**config.mk**
```make
export PLATFORM = sky130hd
export DESIGN_NAME = sampling_inverse
export DESIGN_NICKNAME = d
export VERILOG_FILES = /design/src/rtl/sampling_inverse.sv
export SDC_FILE = /design/constraint.sdc
export NUM_CORES = 1
export LEC_CHECK = 0
export ABC_AREA = 0
export CAP_MARGIN = 20
export CORE_ASPECT_RATIO = 1.25
export CORE_MARGIN = 8
export CORE_UTILIZATION = 30
export DETAILED_ROUTE_END_ITERATION = 6
export PLACE_DENSITY = 0.44
export SETUP_SLACK_MARGIN = 0.2
export SYNTH_ARGS = -nofsm -noshare
export SYNTH_HDL_FRONTEND = slang
export SYNTH_SLANG_ARGS = --single-unit
```
**constraint.sdc**
```tcl
create_clock -name clk -period 8.8 [get_ports clk]
set_input_delay 1.76 -clock clk [delete_from_list [all_inputs] [get_ports clk]]
set_output_delay 1.76 -clock clk [all_outputs]
set_load 0.005 [all_outputs]
```
**src/rtl/sampling_inverse.sv**
```systemverilog
// Recovers epsilon = (a - ac) / sqrt(ad) per lane in signed Q4.27 using a bit-serial sqrt and divider.
// Latency: 90 cycles per lane (LOAD 1, SQRT 29, DIV 59, STORE 1); out_valid rises 90*N_input cycles after accept.
// Backpressure: results held in DONE until out_ready; in_ready returns the cycle after that handshake.
// Optional SAMPLING_INVERSE_CLAMP_EN clamps every lane result to [-4.0, +4.0].
module sampling_inverse #(
  parameter int N_input = 2,
  parameter int BITSIZE = 32
) (
  input  logic                       clk,
  input  logic                       rst_n,
  input  logic                       in_valid,
  output logic                       in_ready,
  input  logic [N_input*BITSIZE-1:0] a,
  input  logic [N_input*BITSIZE-1:0] ac,
  input  logic [N_input*BITSIZE-1:0] ad,
  output logic                       out_valid,
  input  logic                       out_ready,
  output logic [N_input*BITSIZE-1:0] epsilon,
  output logic [N_input-1:0]         div_err
);

  localparam int FRAC = BITSIZE - 5;             // fraction bits (27)
  localparam int RW   = BITSIZE - 1 + FRAC;      // radicand width (58)
  localparam int SW   = RW / 2;                  // root width (29)
  localparam int DW   = BITSIZE + FRAC;          // dividend / quotient width (59)
  localparam int RMW  = SW + 2;                  // partial remainder width
  localparam int CW   = $clog2(DW);
  localparam int LW   = (N_input > 1) ? $clog2(N_input) : 1;
  localparam logic [DW-1:0]      MAX_MAG   = DW'((64'd1 << (BITSIZE - 1)) - 64'd1);
  localparam logic [BITSIZE-1:0] MAX_MAG_W = BITSIZE'((64'd1 << (BITSIZE - 1)) - 64'd1);
  localparam logic [BITSIZE-1:0] CLAMP_MAG = BITSIZE'(64'd1 << (FRAC + 2));

  typedef enum logic [2:0] {IDLE, LOAD, SQRT, DIV, STORE, DONE} state_t;

  state_t                     state, state_nx;
  logic [N_input*BITSIZE-1:0] a_q, ac_q, ad_q;
  logic [LW-1:0]              lane;
  logic [CW-1:0]              cnt;
  logic [RW-1:0]              rad;
  logic [SW-1:0]              root;
  logic [RMW-1:0]             rem;
  logic [DW-1:0]              dvd;     // dividend shifts out the top, quotient shifts in the bottom
  logic [BITSIZE:0]           d_q;     // a - ac, one guard bit so it never overflows
  logic [N_input*BITSIZE-1:0] eps_q;
  logic [N_input-1:0]         err_q;

  logic [BITSIZE-1:0] a_i, ac_i, ad_i;
  logic [BITSIZE:0]   d_calc;
  logic [BITSIZE-1:0] d_mag;
  logic [RMW+1:0]     sq_rem, sq_trial;
  logic               sq_ge;
  logic [RMW:0]       dv_rem, dv_div;
  logic               dv_ge;
  logic [BITSIZE-1:0] mag;
  logic [BITSIZE-1:0] lane_res;

  assign in_ready  = (state == IDLE);
  assign out_valid = (state == DONE);
  assign epsilon   = eps_q;
  assign div_err   = err_q;

  // Select the operands of the lane currently being worked on.
  always_comb begin
    a_i  = '0;
    ac_i = '0;
    ad_i = '0;
    for (int i = 0; i < N_input; i++) begin
      if (lane == LW'(i)) begin
        a_i  = a_q[i*BITSIZE +: BITSIZE];
        ac_i = ac_q[i*BITSIZE +: BITSIZE];
        ad_i = ad_q[i*BITSIZE +: BITSIZE];
      end
    end
  end

  // One step of the sqrt and divider, plus the saturated/signed lane result.
  always_comb begin
    d_calc   = {a_i[BITSIZE-1], a_i} - {ac_i[BITSIZE-1], ac_i};
    d_mag    = d_q[BITSIZE] ? BITSIZE'(-d_q) : d_q[BITSIZE-1:0];
    sq_rem   = {rem, rad[RW-1 -: 2]};
    sq_trial = {{(RMW - SW){1'b0}}, root, 2'b01};
    sq_ge    = (sq_rem >= sq_trial);
    dv_rem   = {rem, dvd[DW-1]};
    dv_div   = {{(RMW + 1 - SW){1'b0}}, root};
    dv_ge    = (dv_rem >= dv_div);
    if (root == '0) begin
      // Zero or negative variance: quotient is meaningless, report full scale by sign.
      mag = (d_q == '0) ? '0 : MAX_MAG_W;
    end else begin
      mag = (dvd > MAX_MAG) ? MAX_MAG_W : dvd[BITSIZE-1:0];
    end
`ifdef SAMPLING_INVERSE_CLAMP_EN
    if (mag > CLAMP_MAG) mag = CLAMP_MAG;
`endif
    lane_res = d_q[BITSIZE] ? (BITSIZE'(0) - mag) : mag;
  end

  // State register.
  always_ff @(posedge clk or negedge rst_n) begin
    if (!rst_n) state <= IDLE;
    else        state <= state_nx;
  end

  // Next-state sequencing: two fixed-length iterative phases per lane.
  always_comb begin
    state_nx = state;
    case (state)
      IDLE:    if (in_valid) state_nx = LOAD;
      LOAD:    state_nx = SQRT;
      SQRT:    if (cnt == '0) state_nx = DIV;
      DIV:     if (cnt == '0) state_nx = STORE;
      STORE:   state_nx = (lane == LW'(N_input - 1)) ? DONE : LOAD;
      DONE:    if (out_ready) state_nx = IDLE;
      default: state_nx = IDLE;
    endcase
  end

  // Datapath: capture, per-lane sqrt/divide iterations and result write-back.
  always_ff @(posedge clk or negedge rst_n) begin
    if (!rst_n) begin
      a_q   <= '0;
      ac_q  <= '0;
      ad_q  <= '0;
      lane  <= '0;
      cnt   <= '0;
      rad   <= '0;
      root  <= '0;
      rem   <= '0;
      dvd   <= '0;
      d_q   <= '0;
      eps_q <= '0;
      err_q <= '0;
    end else begin
      case (state)
        IDLE: begin
          if (in_valid) begin
            a_q  <= a;
            ac_q <= ac;
            ad_q <= ad;
            lane <= '0;
          end
        end
        LOAD: begin
          d_q  <= d_calc;
          rad  <= ad_i[BITSIZE-1] ? '0 : {ad_i[BITSIZE-2:0], {FRAC{1'b0}}};
          root <= '0;
          rem  <= '0;
          cnt  <= CW'(SW - 1);
        end
        SQRT: begin
          rad <= {rad[RW-3:0], 2'b00};
          if (sq_ge) begin
            rem  <= RMW'(sq_rem - sq_trial);
            root <= {root[SW-2:0], 1'b1};
          end else begin
            rem  <= RMW'(sq_rem);
            root <= {root[SW-2:0], 1'b0};
          end
          if (cnt == '0) begin
            cnt <= CW'(DW - 1);
            dvd <= {d_mag, {FRAC{1'b0}}};
            rem <= '0;
          end else begin
            cnt <= cnt - 1'b1;
          end
        end
        DIV: begin
          dvd <= {dvd[DW-2:0], dv_ge};
          rem <= dv_ge ? RMW'(dv_rem - dv_div) : RMW'(dv_rem);
          cnt <= cnt - 1'b1;
        end
        STORE: begin
          for (int i = 0; i < N_input; i++) begin
            if (lane == LW'(i)) begin
              eps_q[i*BITSIZE +: BITSIZE] <= lane_res;
              err_q[i]                    <= (root == '0);
            end
          end
          if (lane != LW'(N_input - 1)) lane <= lane + 1'b1;
        end
        default: ;
      endcase
    end
  end

endmodule

```
Yosys cells after proc, flatten, opt, wreduce, memory -nomap -nowiden --
Cells that the tools add are included.
Storage, ports and cells: register bits after elaboration 478, input port bits 196, output and inout port bits 68, logic and storage cells 78
Operators by class: $add $sub $neg 7, $lt $le $gt $ge 3, equal/unequal tests 9, muxes and demuxes 29, bitwise logic cells 1, reduce and logical (&&, ||, !) cells 14
Operator list (number):
- 2-to-1 mux 32 bit | 7
- 2-to-1 mux 31 bit | 4
- case mux 59 bit (2 select lines) | 1
- case mux 58 bit (2 select lines) | 1
- case mux 31 bit (3 select lines) | 1
- > comparator 59 x 31 -> 1 bit (second input constant) | 1
- 2-to-1 mux 59 bit | 1
- 2-to-1 mux 58 bit | 1
- case mux 29 bit (2 select lines) | 1
- >= comparator 33 x 31 -> 1 bit | 1
- zero test 33 bit | 1
- subtractor 32 x 32 -> 33 bit | 1
- >= comparator 32 x 29 -> 1 bit | 1
- negation 32 bit | 1
- subtractor 1 x 32 -> 32 bit (first input constant) | 1
- subtractor 31 x 29 -> 31 bit | 1
- subtractor 31 bit | 1
- zero test 29 bit | 1
- case mux 3 bit (6 select lines) | 1
- case mux 6 bit (3 select lines) | 1
- 2-to-1 mux 3 bit | 5
- AND reduction 2 bit | 5
- == test 3 x 2 -> 1 bit (second input constant) | 2
- == test 3 bit (second input constant) | 2
- other kinds (14) | 20

Depth between registers and ports, before layout --
Gate-level depths: netlist of run 1.
depth in word-level cells 5, gate-level depth with buffers 15, depth with buffers taken out 13

Worst setup path after synthesis of run 1 --
Ideal clock, no wire load.
path kind flip-flop to flip-flop, start register lane, end register d_q[26], library setup time 0.134 ns, arrival time 3.931 ns, data required time 8.666 ns, setup slack 4.735 ns, stages on the path, launching flop included 15, buffers on the path 3, clock period less this slack 4.065 ns, cells stage by stage dfrtp_1 > clkbuf_1 > clkbuf_1 > buf_1 > mux2i_1 > ha_1 > a21o_1 > a21o_1 > a21o_1 > a221o_1 > and3_1 > or4_1 > a31oi_1 > xor2_1 > o21ai_0
Between the ends: longest elaborated chain between the ends 2, elaborated cells on any way between the ends 3, those cells by class add/sub: 1; mux: 2
RTL lines:
- start, declared | RTL line 37 | logic [LW-1:0] lane;
- start signal, assigned | RTL line 179 | if (lane != LW'(N_input - 1)) lane <= lane + 1'b1;
- 2-to-1 mux 32 bit | RTL line 68 | if (lane == LW'(i)) begin
- subtractor 32 x 32 -> 33 bit * | RTL line 78 | d_calc = {a_i[BITSIZE-1], a_i} - {ac_i[BITSIZE-1], ac_i};
- end signal, assigned | RTL line 144 | d_q <= d_calc;
- end, declared | RTL line 43 | logic [BITSIZE:0] d_q;
Mark *: on every way between the ends. The rest lies on a longest branch, timed or not. A chain may end at the register's enable or synchronous reset.

Final worst setup path of run 1 --
start register state[0], end output out_valid
Between the ends: longest elaborated chain between the ends 1
RTL lines:
- start, declared | RTL line 35 | state_t state, state_nx;
- start signal, assigned | RTL line 101 | else state <= state_nx;
- == test 3 bit | RTL line 58 | assign out_valid = (state == DONE);
- end, declared | RTL line 16 | output logic out_valid,
No other way between the ends.

==> results of run 1 <==
-- layer usage --
layer	vias up	track usage (%)	share of wire, %
met3	99	2.44	3.8
met5	-	0	0.017
met1	9837	19.6	43
li1	9541	-	-
met4	2	4.11	2.1
met2	382	27.8	51
-- cells by family after synthesis --
| logic type | count (synthesis) | synth area share [%] |
|---|---|---|
| AOI/OAI and AO/OA | 695 | 17.6 |
| muxes | 316 | 13.7 |
| adders and majority gates | 97 | 4.88 |
| and+or+nand+nor | 603 | 11.4 |
| buffers and inverters | 199 | 3.00 |
| xor gates and xnor gates | 135 | 4.69 |
| DFF | 451 | 44.8 |
-- metrics by stage --
stage	hold WS, ns	instances
CTS	0.483	3825
finish	0.476	3829
detailed placement	0.470	3734
floorplan	0.450	2496
global route	0.509	3828
global placement	0.464	3734
-- layout make-up --
cell class	instances	area [um2]	share of cell area, %
multi-input cells	1846	13200	43.1
flip-flops and latches	451	11300	36.8
repair buffers	292	2920	9.52
clock buffers	71	1450	4.73
well taps	1089	1360	4.44
inverters	58	218	0.710
clock inverters	20	206	0.673
diodes	2	5.00	0.0163
-- where the power goes --
group | switching [mW] | internal [mW] | total [mW]
combinational | 3.86 | 3.21 | 7.06
clock | 0.914 | 1.21 | 2.13
sequential | 0.724 | 2.89 | 3.62
-- sequential cells by signal, indices dropped and copies added, names as in the netlist --
signal,count
div_err,2
ac_q,64
epsilon,64
root,29
state,3
a_q,64
d_q,33
rad,31
cnt,6
rem,31
ad_q,64
dvd,59
lane,1
-- tightest hold or removal path, delay by kind of cell (launching register included) --
kind	cells	cell delay, ns
flops	1	0.34
simple gates	1	0.04
compound gates	1	0.06
-- cell usage in the layout, fill, tap and decap left out, types with 9 or more instances in the layout --
cell type        netlist  final
a21o_1                47     47
o221ai_1              15     15
o211ai_1               9      9
o21a_1                10     10
nand3_1               30     29
clkbuf_1             121     10
nor4_1                24     24
clkinv_2               0     12
nand2b_1              15     14
o21ai_0              253    253
nor2b_1               10     10
clkbuf_16              0     51
or3_1                 19     18
a21oi_1              113    113
o31ai_1               22     22
mux2_2               224    224
buf_4                  1     25
nand4_1               12     12
xnor2_1               53     53
dfrtp_1              451    449
nor3_1                35     33
a22oi_1               60     60
clkdlybuf4s50_1        0    262
mux2i_1               92     92
inv_1                 57     57
nand2_1              257    256
and2_1                 9      9
xor2_1                82     82
ha_1                  95     95
a31oi_1               23     23
nor2_1               120    117
clkbuf_8               0     10
or2_2                 14     14
and3_1                11     10
a22o_1                31     31
a221o_1                9      9
a211oi_1              15     15
-- final timing paths --
kind	endpoint	slack [ns]	start
max	out_valid	4.06	state[0]
min	epsilon[34]	0.48	epsilon[34]
max reg2reg	d_q[32]	4.28	lane
min reg2reg	epsilon[34]	0.48	epsilon[34]
max in group asynchronous	rem[27]	6.25	rst_n
min in group asynchronous	rad[40]	1.12	rst_n
==> metrics.md, run 1 <==
| Metric | Value |
|---|---|
| Critical Path Stages | 3 |
| Antenna violations before repair | 2 |
| VDD IR max | 0.188 mV |
| Slew Viols, Final | 0 |
| GRT Util Overall | 15.7% |
| Core area | 83700 um2 |
| CP peak stage delay | 0.83 ns |
| Routed WL per cell | 19.4 um |
| CTS tree | done |
| Post-synth EDFFs | 0 |
| Via count | 19900 |
| Post-synthesis sequential area ratio | 44.8% |
| Post-layout min period | 4.74 ns |
| Pwr Total | 12.8 mW |
| Top post-synthesis cells by area | dfrtp_1 (45%), mux2_2 (10%), o21ai_0 (5.0%) |
| Synth Register Bits | 451 |
| Worst-Margin Slew | 1.09 ns |
| H-tree Lvls | 2 |
| Postcts setup bufs | 0 |
| Crit end category | primary output |
| Commonest cells in the netlist | dfrtp_1 (451), nand2_1 (257), o21ai_0 (253), mux2_2 (224), clkbuf_1 (121) |
| Share of layout cells above drive strength 1 | 14.0% |
| Main flop type after synthesis | dfrtp_1 |
| Largest net degree at the start of global routing | 157 |
| Util after Layout | 36.7% |
| Synth warn | 0 |
| Post-CTS Resized | 0 |
| Post-route cell area | 30700 um2 |
| Site Rows | 119 |
| Die ar. | 93600 um2 |
| Post-DP Area | 29000 um2 |
| DRC | 0 |
| Worst hold path depth | 2 |
| Starting density of the core | 30.1% |
| Power Dens Cells | 418 nW/um2 |
| Wire length of the first global-routing pass | 119 mm |
| Crit path kind | reg -> out |
| Die W | 275 um |
| Gate Count Post-Synth | 2496 |
| Area Overhead vs Synth | 21.8% |
| Max Cap Viol | 0 |
| Syn Area/Cell | 10.1 um2 |
| Worst Path Required | 7.04 ns |
| Setup Skew | 0.0222 ns |
| # fillers | 8427 |
| Dpl ws | 4.15 ns |
| Sink Count | 451 |
| RePlAce Congestion | 0.834 |
| Drt initial violations | 1060 |
| RSZ-0062 raised after global routing | false |
| Pre-antenna DRT Iters | 7 |
| Post-DP HPWL | 54.0 mm |
| Post-synth cell types | 75 |
| Worst-path fanout max | 18 |
| Buffers and inverters on the worst path | 2 |
| Routed Antenna Nets | 0 |
| Via/cell ratio | 5.19 |
| PortBufs | 263 |
| Clk_lat worst skew | 0.61 ns |
| LEAKAGE | 13.1 nW |
| Total CTS buffers | 51 |
| Hold WC Path Type | reg -> reg |
| Grt total ovfl | 0 |
| Setup-failing EPs final | 0 |
| Final TNS setup | 0 ns |
| Count leader, synth | dfrtp_1 |
| Io pins | 264 |
| Dominant cell type by area after synthesis | dfrtp_1 |
| Hold_buf cts | 0 |
| Status | finished, final reports clean |
| WP data arrival | 2.98 ns |
| Final Hold Vio Count | 0 |
| Die Span Y | 340 um |
| Final period util | 53.8% |
| Worst path cell trace | clkinv_1, nor2_1, clkdlybuf4s50_1 |
| Nets | 2993 |
| Clock transition at path regs | 0.06 ns |
| Max stage delay cell, worst path | dfrtp_1 |
| Crit path max-delay family | buffers and inverters |
| Slew HR | 27.1% |
| Clock Tree Root | clkbuf_16 |
| Mapped cell area | 25200 um2 |
| CP startpoint kind | flip-flop |
| Final worst setup slack | 4.06 ns |
| Syn Nets | 2789 |
| Async S/R FF share, synth | 100% |
| Vias in the first global route | 20700 |
| Worst Reg2Reg Path Length in Cells | 12 |
| Final wirelength | 74.4 mm |
| Area share of the largest cell type after synthesis | 44.8% |
| Fmax | 211 MHz |
| Clock Path Buffers | 3 |
Power figures use the tool's default switching activity.
==> inputs of run 2 (changes only) <==
==> constraint.sdc (replaced) <==
create_clock -name clk -period 4.4 [get_ports clk]
set_input_delay 0.88 -clock clk [delete_from_list [all_inputs] [get_ports clk]]
set_output_delay 0.88 -clock clk [all_outputs]
set_load 0.005 [all_outputs]
==> run 2 against run 1 <==
Worst setup slack got worse by 3.7 ns. Non-clock buffer count up 31. Sequential cell count did not move. Clock skew down 0.0020 ns. Utilization rose by 0.56 points. Critical path type is now reg -> reg. Highest routed layer unchanged.
==> metrics.md, run 2 (synthesis gave the netlist of run 1 again) <==
| Metric | Value |
|---|---|
| Status | finished, final reports clean (unchanged) |
| Worst-Margin Slew | 1.04 ns (was 1.09 ns) |
| Slew HR | 30.8% (was 27.1%) |
| Worst Path Required | 4.87 ns (was 7.04 ns) |
| CP startpoint kind | flip-flop (unchanged) |
| Hold WC Path Type | in -> async (was reg -> reg) |
| Site Rows | 119 (unchanged) |
| Setup-failing EPs final | 0 (unchanged) |
| CTS tree | done (unchanged) |
| Slew Viols, Final | 0 (unchanged) |
| Share of layout cells above drive strength 1 | 15.3% (was 14.0%) |
| RePlAce Congestion | 0.884 (was 0.834) |
| Fmax | 248 MHz |
| Wire length of the first global-routing pass | 121 mm (was 119 mm) |
| Final Non-Filler Cells | 3864 (was 3829) |
| VDD IR max | 0.300 mV (was 0.188 mV) |
| H-tree Lvls | 2 (unchanged) |
| Vias in the first global route | 20900 (was 20700) |
| Setup Skew | 0.0202 ns (was 0.0222 ns) |
| Grt total ovfl | 0 (unchanged) |
| Final Hold Vio Count | 0 (unchanged) |
| DRC | 0 (unchanged) |
| Clock Path Buffers | 3 (unchanged) |
| Dpl cells | 3763 (was 3734) |
| RSZ-0062 raised after global routing | false (unchanged) |
| Final period util | 91.7% |
| Nets | 3024 (was 2993) |
| Post-DP HPWL | 56.2 mm (was 54.0 mm) |
| Largest net degree at the start of global routing | 94 (was 157) |
| Power Dens Cells | 844 nW/um2 (was 418 nW/um2) |
| Die W | 275 um (unchanged) |
| CP Launch Point | d_q[13] (was state[0]) |
| Die Span Y | 340 um (unchanged) |
| Commonest non-fill, non-tap cell in the layout | dfrtp_1 (unchanged) |
| Total CTS buffers | 51 (unchanged) |
| Util after Layout | 37.2% (was 36.7%) |
| Pre-antenna DRT Iters | 5 (was 7) |
| Via/cell ratio | 5.17 (was 5.19) |
| Starting density of the core | 30.1% (unchanged) |
| Sink Count | 451 (unchanged) |
| WP data arrival | 4.50 ns (was 2.98 ns) |
| Crit end category | flip-flop (was primary output) |
| Routed Antenna Nets | 0 (unchanged) |
| LEAKAGE | 13.3 nW (was 13.1 nW) |
| Clk_lat worst skew | 0.61 ns (about the same) |
| Drt initial violations | 1050 (was 1060) |
| PortBufs | 263 (unchanged) |
| # fillers | 8351 (was 8427) |
| Clock transition at path regs | 0.06 ns (about the same) |
| Antenna violations before repair | 3 (was 2) |
| Routed WL per cell | 19.7 um (was 19.4 um) |
| Final hold slack | 0.252 ns (was 0.476 ns) |
| R2r startpoint | d_q[13] (was lane) |
| Core area | 83700 um2 (unchanged) |
| Commonest cells after routing, fill and taps aside | dfrtp_1 (449), clkdlybuf4s50_1 (262), nand2_1 (256) (unchanged) |
| Final wirelength | 76.2 mm (was 74.4 mm) |
| Clock Tree Root | clkbuf_16 (unchanged) |
| Worst-path fanout max | 7 (was 18) |
| Final TNS setup | 0 ns (unchanged) |
| Io pins | 264 (unchanged) |
| Via count | 20000 (was 19900) |
| Area Overhead vs Synth | 23.6% (was 21.8%) |
| Max Cap Viol | 0 (unchanged) |
| Crit path kind | reg -> reg (was reg -> out) |
| Die ar. | 93600 um2 (unchanged) |
| GRT Util Overall | 16.0% (was 15.7%) |
| Post-layout min period | 4.04 ns |
## run 2: changes by cell type in the layout (fill, tap and decap cells not counted), sizes merged
cell      before  now
buf           30   61
bufinv         2    8
clkbuf        71   66
clkinv        16   19
clkinvlp       2    3
diode          2    1
## run 2: final timing paths
kind,endpoint,slack [ns],cells after the start
max in group asynchronous,a_q[1],3.12,2
worst min-delay path,ad_q[45],0.25,1
worst min register to register,epsilon[6],0.48,2
min in group clk,epsilon[6],0.48,2
worst max-delay path,epsilon[60],0.36,11
worst max register to register,epsilon[60],0.36,11
## run 2: timing repair
item / CTS / global route
resized for setup: 0 / 2
setup endpoints to repair: 0 / 10
buffers inserted: 0 / 3
hold buffers: 0 / 0
hold endpoints to repair: 0 / 0
## run 2: layout make-up
type	instances	area [um2]	area share, %
diodes	1	2.50	0.00804
flip-flops and latches	451	11300	36.3
multi-input cells	1846	13200	42.5
clock buffers	66	1440	4.61
clock inverters	30	380	1.22
inverters	58	218	0.699
well taps	1089	1360	4.38
repair buffers	323	3230	10.4
## run 2: power by group
group / total [mW] / leakage, nW / internal [mW] / switching, mW
clock network: 4.61 / 0.899 / 2.78 / 1.83
registers: 7.12 / 5.79 / 5.79 / 1.33
logic: 14.6 / 6.62 / 6.54 / 8.01
## run 2: layer usage
metal  part of all wire [%]  wire length, um  GRT usage [%]  up-vias
li1                       -                -              -     9599
met1                     43            32600           19.8     9831
met2                     51            38600           28.4      426
met3                    4.1             3110           2.55      110
met4                    2.5             1940           4.79        2
met5                  0.016               12              0        -
## run 2: critical path, cell delays in order, from the launching register on
cell and delay, ns:
dfrtp_1 0.43, or4_4 0.57, or4_4 0.47, or4_4 0.56, or3_1 0.42, o21ai_0 0.14
ha_2 0.30, o21ai_2 0.15, or3_1 0.41, o21ai_1 0.20, xnor2_1 0.17, o21ai_1 0.09
## run 2: through the flow
stage | power (mW) | setup WS, ns | area [um2]
finish | 26.3 | 0.365 | 31100
detailed placement | 21.8 | 0.273 | 29300
floorplan | 17.6 | 0.335 | 25200
global placement | 21.6 | 0.312 | 29300
global route | 28.5 | 0.170 | 31100
CTS | 26.6 | 0.271 | 31100
